===== config.mk =====
export PLATFORM = sky130hd
export DESIGN_NAME = uart_state_mux
export DESIGN_NICKNAME = d
export VERILOG_FILES = /design/src/rtl/uart_state_mux.sv
export SDC_FILE = /design/constraint.sdc
export NUM_CORES = 1
export LEC_CHECK = 0
export CAP_MARGIN = 5
export CORE_MARGIN = 2
export CORE_UTILIZATION = 45
export CTS_BUF_LIST = sky130_fd_sc_hd__clkbuf_2 sky130_fd_sc_hd__clkbuf_4 sky130_fd_sc_hd__clkbuf_8
export DETAILED_ROUTE_END_ITERATION = 7
export GPL_TIMING_DRIVEN = 1
export PLACE_DENSITY = 0.81
export SETUP_SLACK_MARGIN = 0.2
export SLEW_MARGIN = 5
export SYNTH_ARGS = -nofsm -noshare
export SYNTH_HDL_FRONTEND = slang
export SYNTH_SLANG_ARGS = --single-unit

===== constraint.sdc =====
create_clock -name clk -period 2.32 [get_ports clk]
set_input_delay 0.696 -clock clk [delete_from_list [all_inputs] [get_ports clk]]
set_output_delay 0.696 -clock clk [all_outputs]
set_load 0.1 [all_outputs]

===== src/rtl/uart_state_mux.sv =====
// Transmit framer for the board-to-board UART link.
// Snapshots the game state and sends it as five tagged 16-bit words.
module uart_state_mux #(
    parameter int FRAME_GAP = 1000,
    parameter int TIMEOUT   = 65535,
    parameter int NWORDS    = 5
) (
    input  logic        clk,
    input  logic        rst,
    input  logic        conv16to8ready,
    input  logic        tx_done,
    input  logic [11:0] pl1_posx,
    input  logic [11:0] pl1_posy,
    input  logic [11:0] ball_posx,
    input  logic [11:0] ball_posy,
    input  logic [3:0]  pl1_score,
    input  logic [3:0]  pl2_score,
    input  logic        flag_point,
    input  logic        end_game,
    input  logic        reset_req,
    output logic [15:0] data,
    output logic        data_valid,
    output logic        busy,
    output logic        timeout_err
);

    localparam int GAP_W = $clog2(FRAME_GAP + 1);
    localparam int TO_W  = $clog2(TIMEOUT + 1);

    typedef enum logic [1:0] {
        IDLE,
        LOAD,
        SEND,
        WAIT_DONE
    } state_t;

    state_t            state;
    logic [GAP_W-1:0]  gap_cnt;
    logic [TO_W-1:0]   to_cnt;
    logic [2:0]        index;
    logic [11:0]       snap_pl1_posx;
    logic [11:0]       snap_pl1_posy;
    logic [11:0]       snap_ball_posx;
    logic [11:0]       snap_ball_posy;
    logic [11:0]       snap_status;
    logic              rst_pending;
    logic              req_seen;
    logic              data_live;
    logic [15:0]       word_mux;

    always_comb begin
        word_mux = 16'h0000;
        case (index)
            3'd0:    word_mux = {4'h1, snap_pl1_posx};
            3'd1:    word_mux = {4'h2, snap_pl1_posy};
            3'd2:    word_mux = {4'h3, snap_ball_posx};
            3'd3:    word_mux = {4'h4, snap_ball_posy};
            3'd4:    word_mux = {4'h5, snap_status};
            default: word_mux = 16'h0000;
        endcase
    end

    // Output stays zero until the first snapshot, then tracks the current word.
    assign data = data_live ? word_mux : 16'h0000;

    always_ff @(posedge clk) begin
        if (rst) begin
            state          <= IDLE;
            gap_cnt        <= '0;
            to_cnt         <= '0;
            index          <= 3'd0;
            snap_pl1_posx  <= 12'h000;
            snap_pl1_posy  <= 12'h000;
            snap_ball_posx <= 12'h000;
            snap_ball_posy <= 12'h000;
            snap_status    <= 12'h000;
            rst_pending    <= 1'b0;
            req_seen       <= 1'b0;
            data_live      <= 1'b0;
            data_valid     <= 1'b0;
            busy           <= 1'b0;
            timeout_err    <= 1'b0;
        end else begin
            data_valid  <= 1'b0;
            timeout_err <= 1'b0;
            if (reset_req) begin
                rst_pending <= 1'b1;
                req_seen    <= 1'b1;
            end
            case (state)
                IDLE: begin
                    if (gap_cnt == GAP_W'(FRAME_GAP - 1)) begin
                        gap_cnt <= '0;
                        state   <= LOAD;
                    end else begin
                        gap_cnt <= gap_cnt + 1'b1;
                    end
                end
                LOAD: begin
                    snap_pl1_posx  <= pl1_posx;
                    snap_pl1_posy  <= pl1_posy;
                    snap_ball_posx <= ball_posx;
                    snap_ball_posy <= ball_posy;
                    snap_status    <= {pl1_score, pl2_score, flag_point,
                                       end_game, rst_pending, 1'b0};
                    // Requests from here on belong to the following frame.
                    req_seen       <= reset_req;
                    index          <= 3'd0;
                    busy           <= 1'b1;
                    data_live      <= 1'b1;
                    state          <= SEND;
                end
                SEND: begin
                    if (conv16to8ready) begin
                        data_valid <= 1'b1;
                        to_cnt     <= '0;
                        state      <= WAIT_DONE;
                    end
                end
                WAIT_DONE: begin
                    // A tx_done in the strobe cycle belongs to an earlier word.
                    if (tx_done && !data_valid) begin
                        if (index == 3'(NWORDS - 1)) begin
                            busy  <= 1'b0;
                            state <= IDLE;
                            if (snap_status[1] && !req_seen && !reset_req)
                                rst_pending <= 1'b0;
                        end else begin
                            index <= index + 1'b1;
                            state <= SEND;
                        end
                    end else if (to_cnt == TO_W'(TIMEOUT - 1)) begin
                        timeout_err <= 1'b1;
                        busy        <= 1'b0;
                        state       <= IDLE;
                    end else begin
                        to_cnt <= to_cnt + 1'b1;
                    end
                end
                default: state <= IDLE;
            endcase
        end
    end

endmodule


==> run_summary.xml <==
<?xml version="1.0" encoding="UTF-8"?>
<metrics>
  <group name="worst_setup_path">
    <metric name="critical_path_required" unit="ns">1.62</metric>
    <metric name="critical_path_cell_with_the_highest_stage_delay" unit="">sky130_fd_sc_hd__a222oi_1</metric>
    <metric name="crit_path_buf_inv_count" unit="">4</metric>
    <metric name="crit_family" unit="">buffers and inverters</metric>
    <metric name="path_max_fanout" unit="">4</metric>
    <metric name="cp-start-kind" unit="">flop</metric>
    <metric name="cp_data_arrival_time" unit="ns">2.05</metric>
    <metric name="cp-end-kind" unit="">primary output</metric>
    <metric name="reg2reg_slack" unit="ns">0.32</metric>
    <metric name="cp_slowest_stage_delay" unit="ns">0.41</metric>
    <metric name="worst-setup-path-type" unit="">flop to primary output</metric>
    <metric name="crit_chain" unit="">inv_4, ha_4, nor2b_4, buf_6, a222oi_1, buf_4, a21oi_4, buf_12</metric>
  </group>
  <group name="cts">
    <metric name="clkTransAtPathRegs" unit="ns">0.10</metric>
    <metric name="numCtsBuffers" unit="">9</metric>
    <metric name="clockRootBuffer" unit="">sky130_fd_sc_hd__clkbuf_8</metric>
    <metric name="clk-insertion-delay-late" unit="ns">0.36</metric>
    <metric name="cts.hold.buffers_added" unit="">0</metric>
    <metric name="tritoncts_clock_tree" unit="">yes</metric>
    <metric name="cts-root-to-sink-buffers" unit="">2</metric>
    <metric name="cts.htree.levels" unit="">3</metric>
    <metric name="clkSinkCount" unit="">96</metric>
  </group>
  <group name="global_routing">
    <metric name="overflow" unit="">0</metric>
    <metric name="grt_start_max_net_pins" unit="">47</metric>
    <metric name="grt_pass1_wl" unit="mm">19.5</metric>
    <metric name="grt_antenna_before_repair" unit="">0</metric>
    <metric name="grt_pass1_vias" unit="">4081</metric>
    <metric name="grt_util_all_layers" unit="%">23.8</metric>
  </group>
  <group name="synthesis">
    <metric name="synth_seq_area_share" unit="%">44.8</metric>
    <metric name="cell_area_after_synthesis" unit="mm2">0.00429</metric>
    <metric name="netlist-cell-type-count" unit="">51</metric>
    <metric name="synth.avg_cell_area" unit="um2">7.79</metric>
    <metric name="synthesis.instances" unit="">551</metric>
    <metric name="mappedNetlistNets" unit="">622</metric>
    <metric name="top_cells_by_instance_count_after_synthesis" unit="">147 x sky130_fd_sc_hd__nand2_1, 96 x sky130_fd_sc_hd__dfxtp_1, 83 x sky130_fd_sc_hd__a21oi_1</metric>
    <metric name="netlist_top_cells_area" unit="">sky130_fd_sc_hd__dfxtp_1 45%, sky130_fd_sc_hd__nand2_1 13%, sky130_fd_sc_hd__a21oi_1 9.7%, sky130_fd_sc_hd__clkbuf_1 3.1%, sky130_fd_sc_hd__nor2_1 2.9%</metric>
    <metric name="synth_top_cell_area_share" unit="%">44.8</metric>
    <metric name="synth_most_common_cell" unit="">sky130_fd_sc_hd__nand2_1</metric>
    <metric name="synth_top_area_cell" unit="">sky130_fd_sc_hd__dfxtp_1</metric>
    <metric name="synth.yosys.warnings" unit="">0</metric>
    <metric name="synth.ff_latch_count" unit="">96</metric>
    <metric name="synthArstFlopShare" unit="%">0</metric>
    <metric name="number_of_flops_mapped_to_enable_cells_by_yosys" unit="">0</metric>
    <metric name="synth_ff_type" unit="">sky130_fd_sc_hd__dfxtp_1</metric>
  </group>
  <group name="power_and_ir_drop">
    <metric name="powerDensity" unit="mW/mm2">462</metric>
    <metric name="cellLeakagePower" unit="nW">2.07</metric>
    <metric name="ir_drop" unit="V">0.000311</metric>
  </group>
  <group name="die">
    <metric name="floorplan.die.height" unit="um">102</metric>
    <metric name="row_count" unit="">35</metric>
    <metric name="dieArea" unit="mm2">0.0103</metric>
    <metric name="io_pins" unit="">82</metric>
    <metric name="die_w" unit="um">102</metric>
    <metric name="core_area" unit="mm2">0.00924</metric>
    <metric name="start_util" unit="%">46.5</metric>
  </group>
  <group name="timing">
    <metric name="min_period_over_period" unit="%">118</metric>
    <metric name="slew_limit_headroom" unit="%">64.0</metric>
    <metric name="finalClockSkew" unit="ns">0.0112</metric>
    <metric name="final_hold_viol_count" unit="">0</metric>
    <metric name="grt_setup_unrepaired" unit="">true</metric>
    <metric name="tightest_slew" unit="ns">0.526</metric>
    <metric name="max_freq" unit="MHz">364</metric>
    <metric name="setup_viol_count_final" unit="">15</metric>
    <metric name="fin_ws" unit="ns">-0.429</metric>
    <metric name="final_period_minus_worst_setup_slack" unit="ns">2.75</metric>
    <metric name="timing.final.max_slew_violations" unit="">0</metric>
  </group>
  <group name="layout">
    <metric name="antenna_cells" unit="">0</metric>
    <metric name="post_route_cells_drive_above_1_share" unit="%">21.1</metric>
    <metric name="layout.cell_area.non_filler" unit="mm2">0.00627</metric>
    <metric name="count_of_nets_after_finishing" unit="">725</metric>
    <metric name="finalCoreUtilization" unit="%">67.8</metric>
    <metric name="areaGrowthSynthToFinish" unit="%">45.9</metric>
  </group>
  <group name="place">
    <metric name="routability_congestion" unit="">0.903</metric>
    <metric name="dpl-instance-area" unit="mm2">0.00581</metric>
    <metric name="port_buffers" unit="">80</metric>
    <metric name="pre_cts_ws" unit="ns">-0.111</metric>
    <metric name="detailed_place_hpwl" unit="mm">8.52</metric>
  </group>
  <group name="route">
    <metric name="num_vias" unit="">4335</metric>
    <metric name="ant_nets" unit="">0</metric>
    <metric name="route.detailed.vias_per_inst" unit="">5.50</metric>
    <metric name="drc_violation_count_after_routing" unit="">0</metric>
    <metric name="drt-wirelength-per-cell" unit="um">16.2</metric>
    <metric name="drt_wl_total" unit="mm">12.8</metric>
    <metric name="firstDrtPassIters" unit="">7</metric>
    <metric name="detail_route.iter0.violations" unit="">264</metric>
  </group>
  <group name="status">
    <metric name="status" unit="">finished with violations</metric>
    <metric name="failed_checks" unit="">negative setup slack</metric>
  </group>
  <group name="worst_hold_path">
    <metric name="min_path_type" unit="">flop to flop</metric>
  </group>
  <group name="job">
    <metric name="cap_violations" unit="">0</metric>
  </group>
</metrics>
-- metal layers --
layer | vias up | global-route usage [%] | share of wire [%]
met5 | - | 0 | 0
met4 | 0 | 6.86 | 2.2
met3 | 23 | 4.35 | 5.7
met2 | 149 | 40.4 | 50
met1 | 2048 | 30.9 | 42
li1 | 2115 | - | -
-- cell type report --
cell class | count | area (um2)
clock buffers | 10 | 138
clock inverters | 6 | 55.1
fillers | 718 | 2970
inverters | 8 | 33.8
multi-input cells | 410 | 2530
flip-flops and latches | 96 | 1940
well taps | 129 | 161
repair buffers | 129 | 1410
-- repair_timing --
action                                  in CTS  in global routing
cloned                                       1                  0
pin swaps                                    3                  2
buffers inserted                             3                  6
resized for setup                           26                 12
hold endpoints to repair                     0                  0
endpoints found under the setup margin      25                 20
-- power by group --
group	switching [mW]	total, mW	internal, mW
sequential	0.00601	1.66	1.65
clock	0.629	1.07	0.445
combinational	0.0608	0.168	0.107
total	0.696	2.90	2.20
-- logic make-up (layout without fill, tap and decap cells) --
family / after synthesis / after routing / share of synthesized area, %
AO/OA/AOI/OAI: 143 / 143 / 20.7
XOR/XNOR: 13 / 13 / 2.65
adder cells (fa/ha/maj): 8 / 8 / 2.33
buffers and inverters: 45 / 153 / 4.02
flip-flops: 96 / 96 / 44.8
multiplexers: 1 / 1 / 0.262
other: 1 / 1 / 0.0873
AND/OR/NAND/NOR: 244 / 244 / 25.2
-- stage by stage --
| stage | hold slack [ns] | setup TNS [ns] | std cells | power (mW) |
|---|---|---|---|---|
| 5_1_grt | 0.485 | -6.26 | 788 | 3.00 |
| 3_5_place_dp | 0.450 | -0.273 | 762 | 1.86 |
| 2_1_floorplan | 0.432 | -1.61 | 551 | 1.74 |
| 6_report | 0.463 | -5.36 | 788 | 2.90 |
| 3_3_place_gp | 0.438 | -0.141 | 762 | 1.86 |
| 4_1_cts | 0.465 | -4.89 | 782 | 2.92 |
-- layout by cell type, fill, tap and decap left out, types with 3 or more instances in the layout --
cell type,n
sky130_fd_sc_hd__a21oi_4,7
sky130_fd_sc_hd__xnor2_1,7
sky130_fd_sc_hd__a22oi_1,9
sky130_fd_sc_hd__nand4_1,4
sky130_fd_sc_hd__a21oi_1,75
sky130_fd_sc_hd__and3_1,4
sky130_fd_sc_hd__a22o_1,6
sky130_fd_sc_hd__dfxtp_1,87
sky130_fd_sc_hd__buf_6,6
sky130_fd_sc_hd__a31oi_1,5
sky130_fd_sc_hd__ha_1,3
sky130_fd_sc_hd__dfxtp_4,3
sky130_fd_sc_hd__clkdlybuf4s50_1,61
sky130_fd_sc_hd__buf_4,40
sky130_fd_sc_hd__inv_1,5
sky130_fd_sc_hd__or4_1,4
sky130_fd_sc_hd__o21ai_0,7
sky130_fd_sc_hd__or3_1,3
sky130_fd_sc_hd__inv_6,4
sky130_fd_sc_hd__nor2_1,31
sky130_fd_sc_hd__ha_4,4
sky130_fd_sc_hd__a22oi_2,5
sky130_fd_sc_hd__xor2_1,6
sky130_fd_sc_hd__nand3_1,13
sky130_fd_sc_hd__nand2_1,146
sky130_fd_sc_hd__a31oi_4,5
sky130_fd_sc_hd__a311oi_1,3
sky130_fd_sc_hd__a222oi_1,6
sky130_fd_sc_hd__clkbuf_8,10
sky130_fd_sc_hd__dfxtp_2,6
sky130_fd_sc_hd__nor2b_4,4
sky130_fd_sc_hd__nor3_1,8
sky130_fd_sc_hd__and2_1,4
sky130_fd_sc_hd__buf_12,20
sky130_fd_sc_hd__a21o_1,3
-- path summary, 6_finish.rpt --
| check | from | cells past startpoint | to |
|---|---|---|---|
| worst max register to register | state[0] | 6 | to_cnt[15] |
| worst min register to register | snap_ball_posx[4] | 2 | snap_ball_posx[4] |
| worst max-delay path | index[1] | 8 | data[4] |
| worst min-delay path | snap_ball_posx[4] | 2 | snap_ball_posx[4] |
-- worst register-to-register path, delay by kind of cell (launching register included) --
kind | cells | cell delay, ns
AOI/OAI and AO/OA | 2 | 0.50
buffers and inverters | 1 | 0.18
DFF | 1 | 0.46
and+or+nand+nor | 3 | 0.80
-- sequential cells by signal (all words and copies together) (netlist names) --
signal,cells
to_cnt,16
snap_ball_posx,12
snap_ball_posy,12
snap_pl1_posx,12
snap_pl1_posy,12
snap_status,11
gap_cnt,10
index,3
state,2
busy,1
data_live,1
data_valid,1
req_seen,1
rst_pending,1
timeout_err,1
Power figures use the tool's default switching activity.
